`config.mk`:
```
export PLATFORM = sky130hd
export DESIGN_NAME = max_pool_bram_reader
export DESIGN_NICKNAME = d
export VERILOG_FILES = /design/src/rtl/max_pool_bram_reader.sv
export SDC_FILE = /design/constraint.sdc
export NUM_CORES = 1
export LEC_CHECK = 0
export ABC_AREA = 1
export CELL_PAD_IN_SITES_DETAIL_PLACEMENT = 0
export CELL_PAD_IN_SITES_GLOBAL_PLACEMENT = 2
export CORE_UTILIZATION = 27
export DETAILED_ROUTE_END_ITERATION = 16
export PLACE_DENSITY_LB_ADDON = 0.1
export SYNTH_ARGS = -nofsm -noshare
export SYNTH_HDL_FRONTEND = slang
export SYNTH_SLANG_ARGS = --single-unit
```
`constraint.sdc`:
```
create_clock -name clk -period 1.87 [get_ports clk]
set_input_delay 0.187 -clock clk [delete_from_list [all_inputs] [get_ports clk]]
set_output_delay 0.187 -clock clk [all_outputs]
set_load 0.1 [all_outputs]
```
`src/rtl/max_pool_bram_reader.sv`:
```
// max_pool_bram_reader
// Read-side engine for the max-pool output BRAM (port B, read-only use).
// Streams len consecutive 32-bit words from base_addr over a valid/ready
// interface with m_last on the final word. A small credit-controlled FIFO
// absorbs the fixed BRAM read latency so backpressure never drops or
// duplicates a word.
// Optional feature: define MP_READER_CHKSUM_EN to add a 32-bit running sum
// of every streamed word on output port chksum.
module max_pool_bram_reader #(
  parameter int RD_LAT = 1,
  parameter int LEN_W  = 16
) (
  input  logic             clk,
  input  logic             rst_n,
  input  logic             start,
  input  logic [31:0]      base_addr,
  input  logic [LEN_W-1:0] len,
  output logic             busy,
  output logic             done,
  output logic [31:0]      bram_addr,
  output logic             bram_en,
  output logic [3:0]       bram_we,
  output logic [31:0]      bram_din,
  input  logic [31:0]      bram_dout,
  output logic [31:0]      m_data,
  output logic             m_valid,
  input  logic             m_ready,
  output logic             m_last
`ifdef MP_READER_CHKSUM_EN
  ,
  output logic [31:0]      chksum
`endif
);

  localparam int FIFO_DEPTH = RD_LAT + 2;
  localparam int PTR_W      = $clog2(FIFO_DEPTH);
  localparam int CNT_W      = 3;

  typedef enum logic [1:0] {
    IDLE  = 2'd0,
    RUN   = 2'd1,
    DRAIN = 2'd2,
    DONE  = 2'd3
  } state_t;

  state_t             state_r;
  state_t             state_s;
  logic [31:0]        addr_r;
  logic [LEN_W-1:0]   len_r;
  logic [LEN_W-1:0]   issue_cnt_r;
  logic [LEN_W-1:0]   pop_cnt_r;
  logic [RD_LAT-1:0]  en_pipe_r;
  logic [31:0]        fifo_mem_r [FIFO_DEPTH];
  logic [PTR_W-1:0]   wr_ptr_r;
  logic [PTR_W-1:0]   rd_ptr_r;
  logic [CNT_W-1:0]   occ_r;
  logic [CNT_W-1:0]   inflight_s;
  logic               credit_ok_s;
  logic               issue_s;
  logic               push_s;
  logic               pop_s;
  logic               head_last_s;
  logic               accept_s;

  // Advance a FIFO pointer, wrapping at the (possibly non power-of-two) depth.
  function automatic logic [PTR_W-1:0] next_ptr(input logic [PTR_W-1:0] p);
    if (p == PTR_W'(FIFO_DEPTH - 1)) begin
      return '0;
    end else begin
      return p + PTR_W'(1);
    end
  endfunction

  // Count reads issued to the BRAM whose data has not yet been captured.
  always_comb begin
    inflight_s = '0;
    for (int i = 0; i < RD_LAT; i++) begin
      inflight_s = inflight_s + CNT_W'(en_pipe_r[i]);
    end
  end

  // Credit check, issue/push/pop strobes and last-word detection.
  always_comb begin
    credit_ok_s = ({1'b0, occ_r} + {1'b0, inflight_s}) < (CNT_W + 1)'(FIFO_DEPTH);
    issue_s     = (state_r == RUN) && credit_ok_s;
    push_s      = en_pipe_r[RD_LAT-1];
    pop_s       = (occ_r != '0) && m_ready;
    head_last_s = (occ_r != '0) && (pop_cnt_r == (len_r - LEN_W'(1)));
    accept_s    = (state_r == IDLE) && start;
  end

  // Next-state logic of the transfer FSM.
  always_comb begin
    state_s = state_r;
    case (state_r)
      IDLE: begin
        if (start) begin
          if (len != '0) begin
            state_s = RUN;
          end else begin
            state_s = DONE;
          end
        end else begin
          state_s = IDLE;
        end
      end
      RUN: begin
        if (issue_s && ((issue_cnt_r + LEN_W'(1)) == len_r)) begin
          state_s = DRAIN;
        end else begin
          state_s = RUN;
        end
      end
      DRAIN: begin
        if (pop_s && head_last_s) begin
          state_s = DONE;
        end else begin
          state_s = DRAIN;
        end
      end
      DONE:    state_s = IDLE;
      default: state_s = IDLE;
    endcase
  end

  // FSM state register.
  always_ff @(posedge clk or negedge rst_n) begin
    if (!rst_n) begin
      state_r <= IDLE;
    end else begin
      state_r <= state_s;
    end
  end

  // Transfer bookkeeping: latched length, running address, issue/pop counters.
  always_ff @(posedge clk or negedge rst_n) begin
    if (!rst_n) begin
      addr_r      <= 32'h0;
      len_r       <= '0;
      issue_cnt_r <= '0;
      pop_cnt_r   <= '0;
    end else if (accept_s) begin
      addr_r      <= {base_addr[31:2], 2'b00};
      len_r       <= len;
      issue_cnt_r <= '0;
      pop_cnt_r   <= '0;
    end else begin
      if (issue_s) begin
        addr_r      <= addr_r + 32'd4;
        issue_cnt_r <= issue_cnt_r + LEN_W'(1);
      end
      if (pop_s) begin
        pop_cnt_r <= pop_cnt_r + LEN_W'(1);
      end
    end
  end

  // Delay line marking which cycles carry valid BRAM read data.
  always_ff @(posedge clk or negedge rst_n) begin
    if (!rst_n) begin
      en_pipe_r <= '0;
    end else begin
      en_pipe_r[0] <= issue_s;
      for (int i = 1; i < RD_LAT; i++) begin
        en_pipe_r[i] <= en_pipe_r[i-1];
      end
    end
  end

  // Output FIFO: unconditional push of returning data, pop on handshake.
  always_ff @(posedge clk or negedge rst_n) begin
    if (!rst_n) begin
      for (int i = 0; i < FIFO_DEPTH; i++) begin
        fifo_mem_r[i] <= 32'h0;
      end
      wr_ptr_r <= '0;
      rd_ptr_r <= '0;
      occ_r    <= '0;
    end else begin
      if (push_s) begin
        fifo_mem_r[wr_ptr_r] <= bram_dout;
        wr_ptr_r             <= next_ptr(wr_ptr_r);
      end
      if (pop_s) begin
        rd_ptr_r <= next_ptr(rd_ptr_r);
      end
      case ({push_s, pop_s})
        2'b10:   occ_r <= occ_r + CNT_W'(1);
        2'b01:   occ_r <= occ_r - CNT_W'(1);
        default: occ_r <= occ_r;
      endcase
    end
  end

`ifdef MP_READER_CHKSUM_EN
  logic [31:0] chksum_r;

  // Running sum of streamed words, cleared when a transfer is accepted.
  always_ff @(posedge clk or negedge rst_n) begin
    if (!rst_n) begin
      chksum_r <= 32'h0;
    end else if (accept_s) begin
      chksum_r <= 32'h0;
    end else if (pop_s) begin
      chksum_r <= chksum_r + m_data;
    end else begin
      chksum_r <= chksum_r;
    end
  end

  assign chksum = chksum_r;
`endif

  // Port decode from registered state; all zero while in reset.
  always_comb begin
    busy      = (state_r == RUN) || (state_r == DRAIN);
    done      = (state_r == DONE);
    bram_en   = issue_s;
    bram_addr = issue_s ? addr_r : 32'h0;
    bram_we   = 4'h0;
    bram_din  = 32'h0;
    m_valid   = (occ_r != '0);
    m_data    = m_valid ? fifo_mem_r[rd_ptr_r] : 32'h0;
    m_last    = head_last_s;
  end

endmodule

```
After elaboration in Yosys (flattened, before gate mapping) --
Index checks and enable logic that the tools add are counted.
Cells by class: muxes and demuxes 22, bitwise logic cells 2, add/sub/neg operators 9, order comparisons 4, reductions and logical operators 14, equality and inequality tests 9
Operators by type and width (count):
- two-way mux 32 bit | 7
- bitwise mux 96 bit | 1
- binary-select mux 32 bit (select 2 bit) | 1
- demux 32 bit (select 2 bit) | 1
- two-way mux 16 bit | 4
- adder 16 x 1 -> 16 bit (second input constant) | 2
- adder 32 x 3 -> 32 bit (second input constant) | 1
- == test 16 bit | 2
- nonzero test 16 bit | 1
- subtractor 16 x 1 -> 16 bit (second input constant) | 1
- == test 2 bit (second input constant) | 5
- two-way mux 2 bit | 5
- one-hot mux 2 bit (4 select lines) | 1
- logical AND 1 bit | 7
- greater-or-equal comparator 3 bit (second input constant) | 2
- NOT 2 -> 3 bit | 2
- one-hot mux 3 bit (2 select lines) | 1
- nonzero test 2 bit | 3
- adder 2 x 1 -> 2 bit (second input constant) | 2
- adder 3 x 1 -> 4 bit | 1
- == test 2 x 1 -> 1 bit (second input constant) | 2
- less-than comparator 4 x 2 -> 1 bit (second input constant) | 1
- adder 3 x 1 -> 3 bit (second input constant) | 1
- less-than comparator 3 x 1 -> 1 bit (second input constant) | 1
- 5 further kinds | 5
Word-level totals: logic and storage cells 72, bits in registers 186, output and inout bits 105

Logic depth before layout (Yosys ltp) --
Gate-level depths: netlist (run 1).
word-level depth 6, mapped depth 16, depth with buffers taken out 16

Worst setup path before layout (run 1) --
Ideal clock, no wire load.
path kind register to output, start register len_r[0], end output m_last, arrival 4.224 ns, path slack -2.541 ns, data required time 1.683 ns, buffers on the path 0, stages on the path, launching flop included 11, cells stage by stage dfrtp_1 > inv_1 > ha_1 > nand3_1 > nor2_1 > nand2_1 > inv_1 > nand3_1 > a21oi_1 > nand2_1 > nor4_1
On the way: word-level cells in the longest chain between the ends 3
RTL lines:
- from (decl) | RTL line 49 | logic [LEN_W-1:0] len_r;
- from (signal assigned) | RTL line 144 | len_r <= len;
- subtractor 16 x 1 -> 16 bit | RTL line 88 | head_last_s = (occ_r != '0) && (pop_cnt_r == (len_r - LEN_W'(1)));
- == test 16 bit | RTL line 88
- logical AND 1 bit | RTL line 88
- to (decl) | RTL line 28 | output logic m_last
Every way passes these cells.

Worst setup path in the final report (run 1) --
Same ends and word-level chain as after synthesis.

==> summary.txt, run 1 <==
Outcome
  • Outcome: finished, violations left
  • Failing checks: negative setup slack

Floorplan
  • Boundary pin count: ~190
  • Full die area: approximately 40000 um2
  • Core area: 37900 um2
  • Initial core utilization: 0.277
  • Die width: roughly 200 um
  • # rows: between 70 and 80
  • DIE HEIGHT: around 200 um

Job
  • Max cap viols: 0

Global route
  • GRT Total Usage: 0.175
  • Global-route wire length before repair: about 54 mm
  • Initial antenna violation count: 1
  • Number of global-route vias before repair: 10000
  • Pin count of the biggest net entering global routing: between 60 and 70
  • GR Overflow Total: 0

Power
  • Pwr dens: roughly 1300 nW/um2
  • Comb pwr share: 0.638
  • Seq pwr share: 0.190
  • Net Sw Frac: 0.489
  • Sw Pwr: 10900 uW
  • Worst-case vdd ir drop: ~0.8 mV
  • Clk pwr share: 0.172
  • Leak: ~0.0083 uW
  • Int Power: 11400 uW

Route
  • Detailed Route WL: about 35 mm
  • Post-DRT Antenna Nets: 0
  • Drt first-iter violations: 376
  • DR pass1 iterations: 4
  • DR vias/cell: around 4.4
  • Drc violations: 0
  • Total number of vias: 9893
  • Average routed wire per standard cell: 15.4 um

Logic synthesis
  • Post-Syn Area: 10500 um2
  • Synth top area share: 0.439
  • Cells after Synth: about 1400
  • Synth unique cells: 42
  • Async SR Flop Fraction: 1.00
  • Synth area leaders: dfrtp_1, nand2_1, nand3_1
  • Post-synth EDFFs: 0
  • Top FF cell, synth: dfrtp_1
  • Synth Register Bits: about 180
  • Synth warnings: 0
  • Cell taking the most area after synthesis: dfrtp_1
  • Avg Synthesized Cell Area: 7.47 um2
  • Sequential fraction of the synthesis area: 0.439

Placement
  • Placed insts: 2155
  • Gpl congestion: 0.802
  • Input/output buffers: approximately 150
  • DP HPWL: 22.9 mm

Setup path
  • Required time of the critical path: 1.68 ns
  • CP Data Arrival Time: roughly 2.3 ns
  • CP max FO: 3
  • Crit end category: primary output
  • Startpoint types: register
  • WS Path Type: reg -> out

CTS
  • H-tree depth: 4
  • CTS buffer count: 17
  • CTS tree: yes
  • Root Buffer: clkbuf_16
  • Longest Clk Path Bufs: 2
  • Sink Count: ~180
  • Clock Latency Late Sink: between 0.4 and 0.5 ns
  • Worst-path clk slew: 0.07 ns

Finish
  • Final std cells w/o fill: around 2200
  • Antenna cells: 0
  • Fin nets: ~1800
  • Most frequent cells in the layout: nand2_1, dfrtp_1, buf_4
  • Most common cell after layout, fill and taps aside: nand2_1
  • Layout area overhead: 65.6%
  • Layout cells sized above 1: 0.363

STA
  • Final Hold Viols: 0
  • Clock skew: 0.00757 ns
  • Final worst slack: -0.614 ns
  • Final period util: 1.33
  • Final setup violation count: roughly 110
  • Maximum achievable frequency: 403 MHz
  • WHS: between 0.2 and 0.25 ns
  • Fin crit period: roughly 2.5 ns
  • Final slew viol count: 0
  • Unrepaired setup endpoints after global routing: yes

Min path
  • Worst min-delay path class: in -> async
==> Yosys cell counts (3+ instances only) <==
| master | number |
|---|---|
| dfrtp_1 | 184 |
| nor3_1 | 13 |
| inv_1 | 172 |
| xnor2_1 | 6 |
| nor2_1 | 94 |
| o21ai_1 | 8 |
| buf_2 | 6 |
| ha_1 | 12 |
| clkinv_1 | 3 |
| nand2_2 | 8 |
| nand4_1 | 18 |
| o21ai_0 | 129 |
| nor4_1 | 4 |
| buf_4 | 38 |
| o211ai_1 | 8 |
| nand2_1 | 387 |
| buf_1 | 7 |
| a21oi_1 | 21 |
| xor2_1 | 44 |
| clkbuf_1 | 40 |
| nor2_2 | 8 |
| nand3_1 | 131 |
| inv_2 | 7 |
| nand3_2 | 3 |
| o22ai_1 | 12 |
| nand2_4 | 3 |
| nor2_4 | 9 |
| o221ai_1 | 13 |
==> layout make-up <==
cell class                      instances  area (um2)
Clock buffer                           19         453
Tap cell                              511         639
Timing Repair Buffer                  352        4400
Sequential cell                       184        4610
Fill cell                            3780       20600
Multi-Input combinational cell        985        6290
Inverter                              182         825
Clock inverter                         13         161
==> stage by stage <==
stage	util	total power, uW	instance area [um2]	TNS (ns)	worst slack (ns)
6_report	0.458	22300	17400	-28.08	-0.614
2_1_floorplan	-	12000	11200	-39.58	-0.853
4_1_cts	0.442	22300	16800	-31.23	-0.749
5_1_grt	0.458	23300	17400	-40.05	-0.794
3_5_place_dp	0.386	16300	14700	-3.25	-0.310
3_3_place_gp	0.386	16300	14700	-2.36	-0.284
==> per-layer routing <==
layer | routed length, um | GRT usage | vias up
li1 | - | - | 5061
met3 | 942 | 0.0294 | 10
met5 | 13 | 0 | -
met4 | 188 | 0.0291 | 2
met1 | 16600 | 0.240 | 4679
met2 | 16900 | 0.293 | 141
==> registers in the layout, indices dropped and copies added, names as in the netlist <==
| signal | flops |
|---|---|
| fifo_mem_r | 96 |
| occ_r | 3 |
| state_r | 2 |
| wr_ptr_r | 2 |
| issue_cnt_r | 16 |
| en_pipe_r | 1 |
| len_r | 16 |
| rd_ptr_r | 2 |
| addr_r | 30 |
| pop_cnt_r | 16 |
==> final timing paths <==
kind,start,end,slack (ns),cells after the start
worst max-delay path,len_r[0]$_DFFE_PN0P_,m_last,-0.61,11
worst min-delay path,rst_n,fifo_mem_r[39]$_DFFE_PN0P_,0.24,2
worst max register to register,occ_r[0]$_DFFE_PN0P_,state_r[0]$_DFF_PN0_,-0.28,17
worst min register to register,fifo_mem_r[53]$_DFFE_PN0P_,fifo_mem_r[53]$_DFFE_PN0P_,0.49,2
max in group asynchronous,rst_n,issue_cnt_r[2]$_DFFE_PN0P_,0.96,3
min in group clk,base_addr[22],addr_r[22]$_DFFE_PN0P_,0.33,3
==> power groups by stage <==
stage	clock network [uW]	logic, uW	registers, uW
finish	3840	14200	4250
global route	4090	14900	4280
CTS	3980	14100	4250
detailed placement	0	12000	4310
global placement	0	12000	4320
floorplan	0	7760	4290
==> cell families (layout without fill, tap and decap cells) <==
kind of cell	Yosys count	count (layout)	synth area share
flops	184	184	0.439
simple gates	687	687	0.288
xor+xnor	50	50	0.0417
buf+inv	273	566	0.112
compound gates	197	197	0.103
fa+ha+maj	13	13	0.0162
other cells	1	38	0.000357
==> worst max-delay path: stages, from the launching register on <==
cell	delay [ns]
dfrtp_1	0.39
inv_2	0.09
buf_4	0.11
nand3_2	0.10
nor2_2	0.16
nand2_1	0.10
nor2_2	0.11
nor2_1	0.05
a21oi_1	0.11
nand2_1	0.12
nor4_4	0.31
buf_12	0.22
==> timing repair <==
action                                  in CTS  in global routing
hold buffers                                 1                  0
resized for setup                          238                113
endpoints found under the hold margin       31                  0
setup buffers                               31                 15
endpoints found under the setup margin      78                124
pin swaps                                   63                 46
gates cloned                                11                  9
Note: power is estimated with default switching activity, not from simulation.
==> run 2: changes to the inputs <==
- ABC_AREA: 1 -> unset
- CORE_UTILIZATION: 27 -> 30
==> summary.txt, run 2 <==
Finish
  • Multi-input logic area: 6180 um2 (-1.8%)
  • Final std cells w/o fill: 1803 (-20%)
  • Most flop-heavy register: fifo_mem_r
  • Fin nets: 1438 (-21%)
  • Register area: 4610 um2 (about the same)
  • Final Core Density: 0.480 (+0.0225)
  • Most frequent cells in the layout: dfrtp_1, buf_4, nand2_1
  • Most common cell after layout, fill and taps aside: dfrtp_1
  • # fillers: 3115 (-18%)
  • Layout cells sized above 1: 0.422 (+0.0593)
  • Number of flip-flops in the largest register: 96 (unchanged)
  • Layout area overhead: 57.6%
  • Largest regs: fifo_mem_r: 96 flops, addr_r: 30 flops

Global route
  • Global-route wire length before repair: 48.5 mm (-10%)
  • Pin count of the biggest net entering global routing: 44 (-32%)
  • GRT Total Usage: 0.177 (+0.00204)
  • GR Overflow Total: 0 (unchanged)
  • Number of global-route vias before repair: 8720 (-13%)
  • Initial antenna violation count: 0 (-1)

Route
  • Total number of vias: 8399 (-15%)
  • Drc violations: 0 (unchanged)
  • Drt first-iter violations: 301 (-20%)
  • DR vias/cell: 4.66 (+5.8%)
  • Average routed wire per standard cell: 16.6 um (+8.1%)
  • Detailed Route WL: 30.0 mm (-13%)
  • DR pass1 iterations: 4 (unchanged)
  • Post-DRT Antenna Nets: 0 (unchanged)

Setup path
  • R2r startpoint: occ_r[0]$_DFFE_PN0P_
  • CP Buf/Inv Count: 2 (-1)
  • Required time of the critical path: 1.68 ns (about the same)
  • Max incr delay on CP: 0.50 ns (+0.11 ns)
  • WS Path Type: reg -> out
  • CP delay by family, top: simple AND/OR/NAND/NOR gates
  • Worst r2r path cells: 12 (-5)
  • Crit-path cells: inv_4, ha_4, nor3b_4, nand4_1, xnor2_1, or4_1, nor3_2, and3_4, buf_12
  • CP max FO: 6 (+3)
  • CP Data Arrival Time: 2.82 ns (+0.52 ns)
  • Reg2reg end: addr_r[30]$_DFFE_PN0P_
  • FF-to-FF setup slack: -0.53 ns (-0.25 ns)
  • Startpoint types: register
  • Crit end category: primary output
  • Worst path slowest cell: or4_1

Logic synthesis
  • Top post-synthesis cells by count: dfrtp_1, nand2_1, nor2_1, mux2_2, xor2_1
  • Synth unique cells: 58 (+38%)
  • Synth Register Bits: 184 (unchanged)
  • Sequential fraction of the synthesis area: 0.450 (+0.0114)
  • Cell taking the most area after synthesis: dfrtp_1
  • Top FF cell, synth: dfrtp_1
  • Synth area leaders: dfrtp_1, mux2_2, xor2_1
  • Synth warnings: 0 (unchanged)
  • Cells after Synth: 1051 (-25%)
  • Async SR Flop Fraction: 1.00 (unchanged)
  • Post-Syn Area: 10200 um2 (-2.5%)
  • Post-synth EDFFs: 0 (unchanged)
  • Most common cell in the netlist: dfrtp_1
  • Synth top area share: 0.450 (+0.0114)
  • Avg Synthesized Cell Area: 9.73 um2 (+30%)

Placement
  • Gpl congestion: 0.775 (-3.4%)
  • DP HPWL: 21.0 mm (-8.4%)
  • Input/output buffers: 148 (unchanged)
  • Placed insts: 1736 (-19%)

Power
  • Clk pwr share: 0.117 (-0.055)
  • Seq pwr share: 0.211 (+0.021)
  • Leak: 0.00680 uW (-18%)
  • Sw Pwr: 15500 uW (+42%)
  • Worst-case vdd ir drop: 1.54 mV (+94%)
  • Comb pwr share: 0.672 (+0.034)
  • Pwr dens: 2000 nW/um2 (+56%)
  • Net Sw Frac: 0.481 (-0.00792)
  • Int Power: 16800 uW (+47%)

CTS
  • Worst-path clk slew: 0.08 ns (about the same)
  • CTS buffer count: 17 (unchanged)
  • CTS tree: yes
  • Root Buffer: clkbuf_16
  • Sink Count: 184 (unchanged)
  • Longest Clk Path Bufs: 2 (unchanged)
  • H-tree depth: 4 (unchanged)
  • Clock Latency Late Sink: 0.45 ns (about the same)

Floorplan
  • Initial core utilization: 0.305 (+0.0284)
  • # rows: 67 (-5.6%)
  • DIE HEIGHT: 187 um (-6.3%)
  • Boundary pin count: 189 (unchanged)
  • Core area: 33500 um2 (-12%)
  • Die width: 187 um (-6.3%)
  • Full die area: 34800 um2 (-12%)

STA
  • Final period util: 1.61 (+0.279)
  • Final worst slack: -1.14 ns (-0.523 ns)
  • Setup Total Neg Slack: -47.99 ns (-19.91 ns)
  • Final slew viol count: 0 (unchanged)
  • Clock skew: 0.0127 ns (+0.00512 ns)
  • Fin crit period: 3.01 ns (+0.523 ns)
  • Maximum achievable frequency: 333 MHz (-17%)
  • Unrepaired setup endpoints after global routing: yes
  • Final setup violation count: 126 (+14%)
  • Final Hold Viols: 0 (unchanged)

Job
  • Max cap viols: 0 (unchanged)

Outcome
  • Outcome: finished, violations left
  • Failing checks: negative setup slack

Min path
  • Worst min-delay path class: in -> async
## run 2: changes by cell type after synthesis, sizes merged, moves of 10 or more
cell and delta:
o22ai -11, mux2i +34, nand2 -280, mux2 +97, and3 +37, a21oi +24
xor2 +16, nand3 -108, o21ai -89, o221ai -13, or3 +10, inv -158
xnor2 +29
## run 2: worst reg2reg max path: cells and delay by family (launching register included)
| family | cells | cell delay [ns] |
|---|---|---|
| and+or+nand+nor | 5 | 0.78 |
| adders and majority gates | 2 | 0.30 |
| buffers and inverters | 3 | 0.43 |
| AOI/OAI and AO/OA | 2 | 0.34 |
| DFF | 1 | 0.44 |
## run 2: area by class of cell
type	instances	share of cell area
diodes	1	0.000155
clock buffers	18	0.0273
clock inverters	14	0.0107
inverters	21	0.00606
multi-input cells	781	0.383
flip-flops and latches	184	0.286
well taps	448	0.0348
repair buffers	336	0.251
## run 2: repair_timing
action	CTS	global route
setup buffers	18	15
hold buffers	1	0
hold endpoints to repair	36	0
resized for setup	111	56
endpoints found under the setup margin	120	136
cloned	5	0
pin swaps	73	40
## run 2: through the flow
step / setup slack (ns) / power [uW] / hold slack, ns / instance area [um2]
after floorplan: -0.564 / 20000 / -0.109 / 11100
after global placement: -0.720 / 26800 / 0.150 / 14400
after detailed placement: -0.721 / 27000 / 0.151 / 14400
after CTS: -1.17 / 32200 / 0.229 / 15800
after global routing: -1.33 / 34000 / 0.238 / 16100
final: -1.14 / 32300 / 0.229 / 16100
## run 2: power by group through the flow
stage | Combinational (uW) | Clock [uW] | Sequential (uW)
finish | 21700 | 3780 | 6820
global route | 22900 | 4060 | 7050
CTS | 21400 | 3920 | 6800
detailed placement | 20100 | 0 | 6850
global placement | 20000 | 0 | 6780
floorplan | 13300 | 0 | 6630
## run 2: how the worst max path moves through the flow
stage                          from     end  slack [ns]  cells after the start
3_5_place_dp   len_r[0]$_DFFE_PN0P_  m_last       -0.72                      9
5_1_grt        len_r[0]$_DFFE_PN0P_  m_last       -1.33                      9
4_1_cts        len_r[0]$_DFFE_PN0P_  m_last       -1.17                      9
6_report       len_r[0]$_DFFE_PN0P_  m_last       -1.14                      9
3_3_place_gp   len_r[0]$_DFFE_PN0P_  m_last       -0.72                      9
2_1_floorplan  len_r[0]$_DFFE_PN0P_  m_last       -0.56                      9
## run 2: kinds of logic after synthesis
group | count (synthesis) | synth area share
compound gates | 121 | 0.0668
xor+xnor | 95 | 0.0814
fa+ha+maj | 13 | 0.0166
buf+inv | 123 | 0.0614
flops | 184 | 0.450
mux | 131 | 0.140
other cells | 1 | 0.000367
simple gates | 383 | 0.183
## run 2: routing by layer
| layer | track usage | wire [um] | vias to the layer above |
|---|---|---|---|
| li1 | - | - | 4117 |
| met1 | 0.230 | 13900 | 4154 |
| met2 | 0.312 | 15200 | 117 |
| met3 | 0.0258 | 662 | 11 |
| met4 | 0.0372 | 220 | 0 |
| met5 | 0 | 0 | - |
==> run 3: changes to the inputs <==
- PLACE_DENSITY: unset -> 0.83
- PLACE_DENSITY_LB_ADDON: 0.1 -> unset
==> summary.txt, run 3 (synthesis results as in run 2) <==
CTS
  • Root Buffer: clkbuf_16
  • CTS tree: yes
  • Clock Latency Late Sink: 0.45 ns (about the same)
  • Sink Count: 184 (unchanged)
  • CTS buffer count: 17 (unchanged)
  • Longest Clk Path Bufs: 2 (unchanged)
  • H-tree depth: 4 (unchanged)
  • Worst-path clk slew: 0.09 ns (about the same)

Finish
  • Number of flip-flops in the largest register: 96 (unchanged)
  • # fillers: 3002 (-3.6%)
  • Register area: 4610 um2 (unchanged)
  • Final std cells w/o fill: 1816 (+0.72%)
  • Fin nets: 1452 (+0.97%)
  • Layout area overhead: 62.0%
  • Final Core Density: 0.494 (+0.0137)
  • Largest regs: fifo_mem_r: 96 flops, addr_r: 30 flops
  • Multi-input logic area: 6410 um2 (+3.8%)
  • Most common cell after layout, fill and taps aside: dfrtp_1
  • Most flop-heavy register: fifo_mem_r
  • Layout cells sized above 1: 0.440 (+0.0172)
  • Most frequent cells in the layout: dfrtp_1, buf_4, nand2_1

Job
  • Max cap viols: 0 (unchanged)

Global route
  • Number of global-route vias before repair: 8896 (+2.0%)
  • Initial antenna violation count: 2 (+2)
  • GR Overflow Total: 0 (unchanged)
  • GRT Total Usage: 0.172 (-0.00549)
  • Pin count of the biggest net entering global routing: 56 (+27%)
  • Global-route wire length before repair: 47.6 mm (-1.9%)

STA
  • Clock skew: 0.0148 ns (+0.00216 ns)
  • Final period util: 1.57 (-0.0363)
  • Final setup violation count: 120 (-4.8%)
  • Final Hold Viols: 0 (unchanged)
  • Final slew viol count: 0 (unchanged)
  • Final worst slack: -1.07 ns (+0.0678 ns)
  • Maximum achievable frequency: 340 MHz (+2.3%)
  • Fin crit period: 2.94 ns (-0.0678 ns)
  • Unrepaired setup endpoints after global routing: yes
  • Setup Total Neg Slack: -40.39 ns (+7.61 ns)
  • WHS: 0.283 ns (+0.0539 ns)

Placement
  • Gpl congestion: 0.835 (+7.7%)
  • Input/output buffers: 148 (unchanged)
  • DP HPWL: 20.1 mm (-4.0%)
  • Placed insts: 1736 (unchanged)

Min path
  • Worst min-delay path class: in -> async

Route
  • Met3 routed WL: 900 um (+36%)
  • DR vias/cell: 4.71 (+1.2%)
  • Total number of vias: 8559 (+1.9%)
  • Drt first-iter violations: 343 (+14%)
  • Metal2 WL: 15.0 mm (-1.2%)
  • Post-DRT Antenna Nets: 0 (unchanged)
  • DR top layer: met4
  • Average routed wire per standard cell: 16.5 um (-0.90%)
  • Drc violations: 0 (unchanged)
  • Metal-1 WL: 13.6 mm (-2.0%)
  • DR pass1 iterations: 4 (unchanged)
  • Detailed Route WL: 29.9 mm (-0.18%)

Outcome
  • Failing checks: negative setup slack
  • Outcome: finished, violations left

Setup path
  • Crit end category: primary output
  • R2r startpoint: occ_r[0]$_DFFE_PN0P_
  • Setup crit start: len_r[1]$_DFFE_PN0P_
  • WS Path Type: reg -> out
  • CP Data Arrival Time: 2.75 ns (-0.07 ns)
  • Required time of the critical path: 1.68 ns (about the same)
  • Startpoint types: register
  • CP max FO: 4 (-2)

Floorplan
  • Core area: 33500 um2 (unchanged)
  • DIE HEIGHT: 187 um (unchanged)
  • Boundary pin count: 189 (unchanged)
  • Initial core utilization: 0.305 (unchanged)
  • Full die area: 34800 um2 (unchanged)
  • # rows: 67 (unchanged)
  • Die width: 187 um (unchanged)

Power
  • Pwr dens: 2030 nW/um2 (+1.2%)
  • Total Power: 33600 uW (+4.1%)
  • Leak: 0.00703 uW (+3.4%)
  • Worst-case vdd ir drop: 2.20 mV (+43%)
## run 3: cell count changes in the layout (fill, tap and decap cells not counted), moves of 4 or more
cell	change
a21oi_4	+17
nor2_2	+6
mux2i_1	-4
buf_6	+7
clkbuf_16	+4
nor2_1	-8
nand2_2	-6
a21oi_1	-17
## run 3: cell type report
| type | instances | area share |
|---|---|---|
| Clock inverter | 14 | 0.00914 |
| Tap cell | 448 | 0.0338 |
| Multi-Input combinational cell | 781 | 0.387 |
| Timing Repair Buffer | 350 | 0.260 |
| Clock buffer | 17 | 0.0257 |
| Inverter | 21 | 0.00589 |
| Antenna cell | 1 | 0.000151 |
| Sequential cell | 184 | 0.278 |
## run 3: where the power goes
group	leakage (uW)	total, uW	internal, uW	switching [uW]
combinational	0.00449	23000	9870	13100
sequential	0.00226	6990	5690	1300
clock	0.000285	3610	1790	1820
## run 3: repair_timing
item | CTS | global route
hold endpoints to repair | 48 | 0
gates cloned | 8 | 4
gates resized for setup | 133 | 101
endpoints found under the setup margin | 118 | 126
pin swaps | 64 | 72
hold buffers | 1 | 0
setup buffers | 28 | 17
## run 3: critical path: stages, from the launching register on
cell     delay, ns
dfrtp_2       0.44
or4_4         0.54
or4_1         0.41
a31oi_1       0.18
a22oi_1       0.11
nor3_2        0.23
and3_4        0.24
buf_12        0.17
## run 3: routing by layer
layer | track usage | vias up
met5 | 0 | -
met4 | 0.0445 | 0
met3 | 0.0267 | 24
met2 | 0.297 | 156
met1 | 0.224 | 4226
li1 | - | 4153
## run 3: worst paths after layout
check | cells after the start | slack, ns | endpoint
min | 2 | 0.28 | fifo_mem_r[9]$_DFFE_PN0P_
max | 7 | -1.07 | m_last
max reg2reg | 14 | -0.55 | addr_r[10]$_DFFE_PN0P_
min in group clk | 3 | 0.28 | addr_r[28]$_DFFE_PN0P_
min reg2reg | 1 | 0.51 | fifo_mem_r[25]$_DFFE_PN0P_
max in group asynchronous | 3 | 0.94 | fifo_mem_r[94]$_DFFE_PN0P_
## run 3: per-stage QoR
| step | worst slack [ns] | cell area (um2) |
|---|---|---|
| after detailed placement | -0.673 | 14400 |
| after global placement | -0.664 | 14400 |
| after global routing | -1.19 | 16600 |
| after CTS | -1.10 | 16000 |
| final | -1.07 | 16600 |
| after floorplan | -0.564 | 11100 |
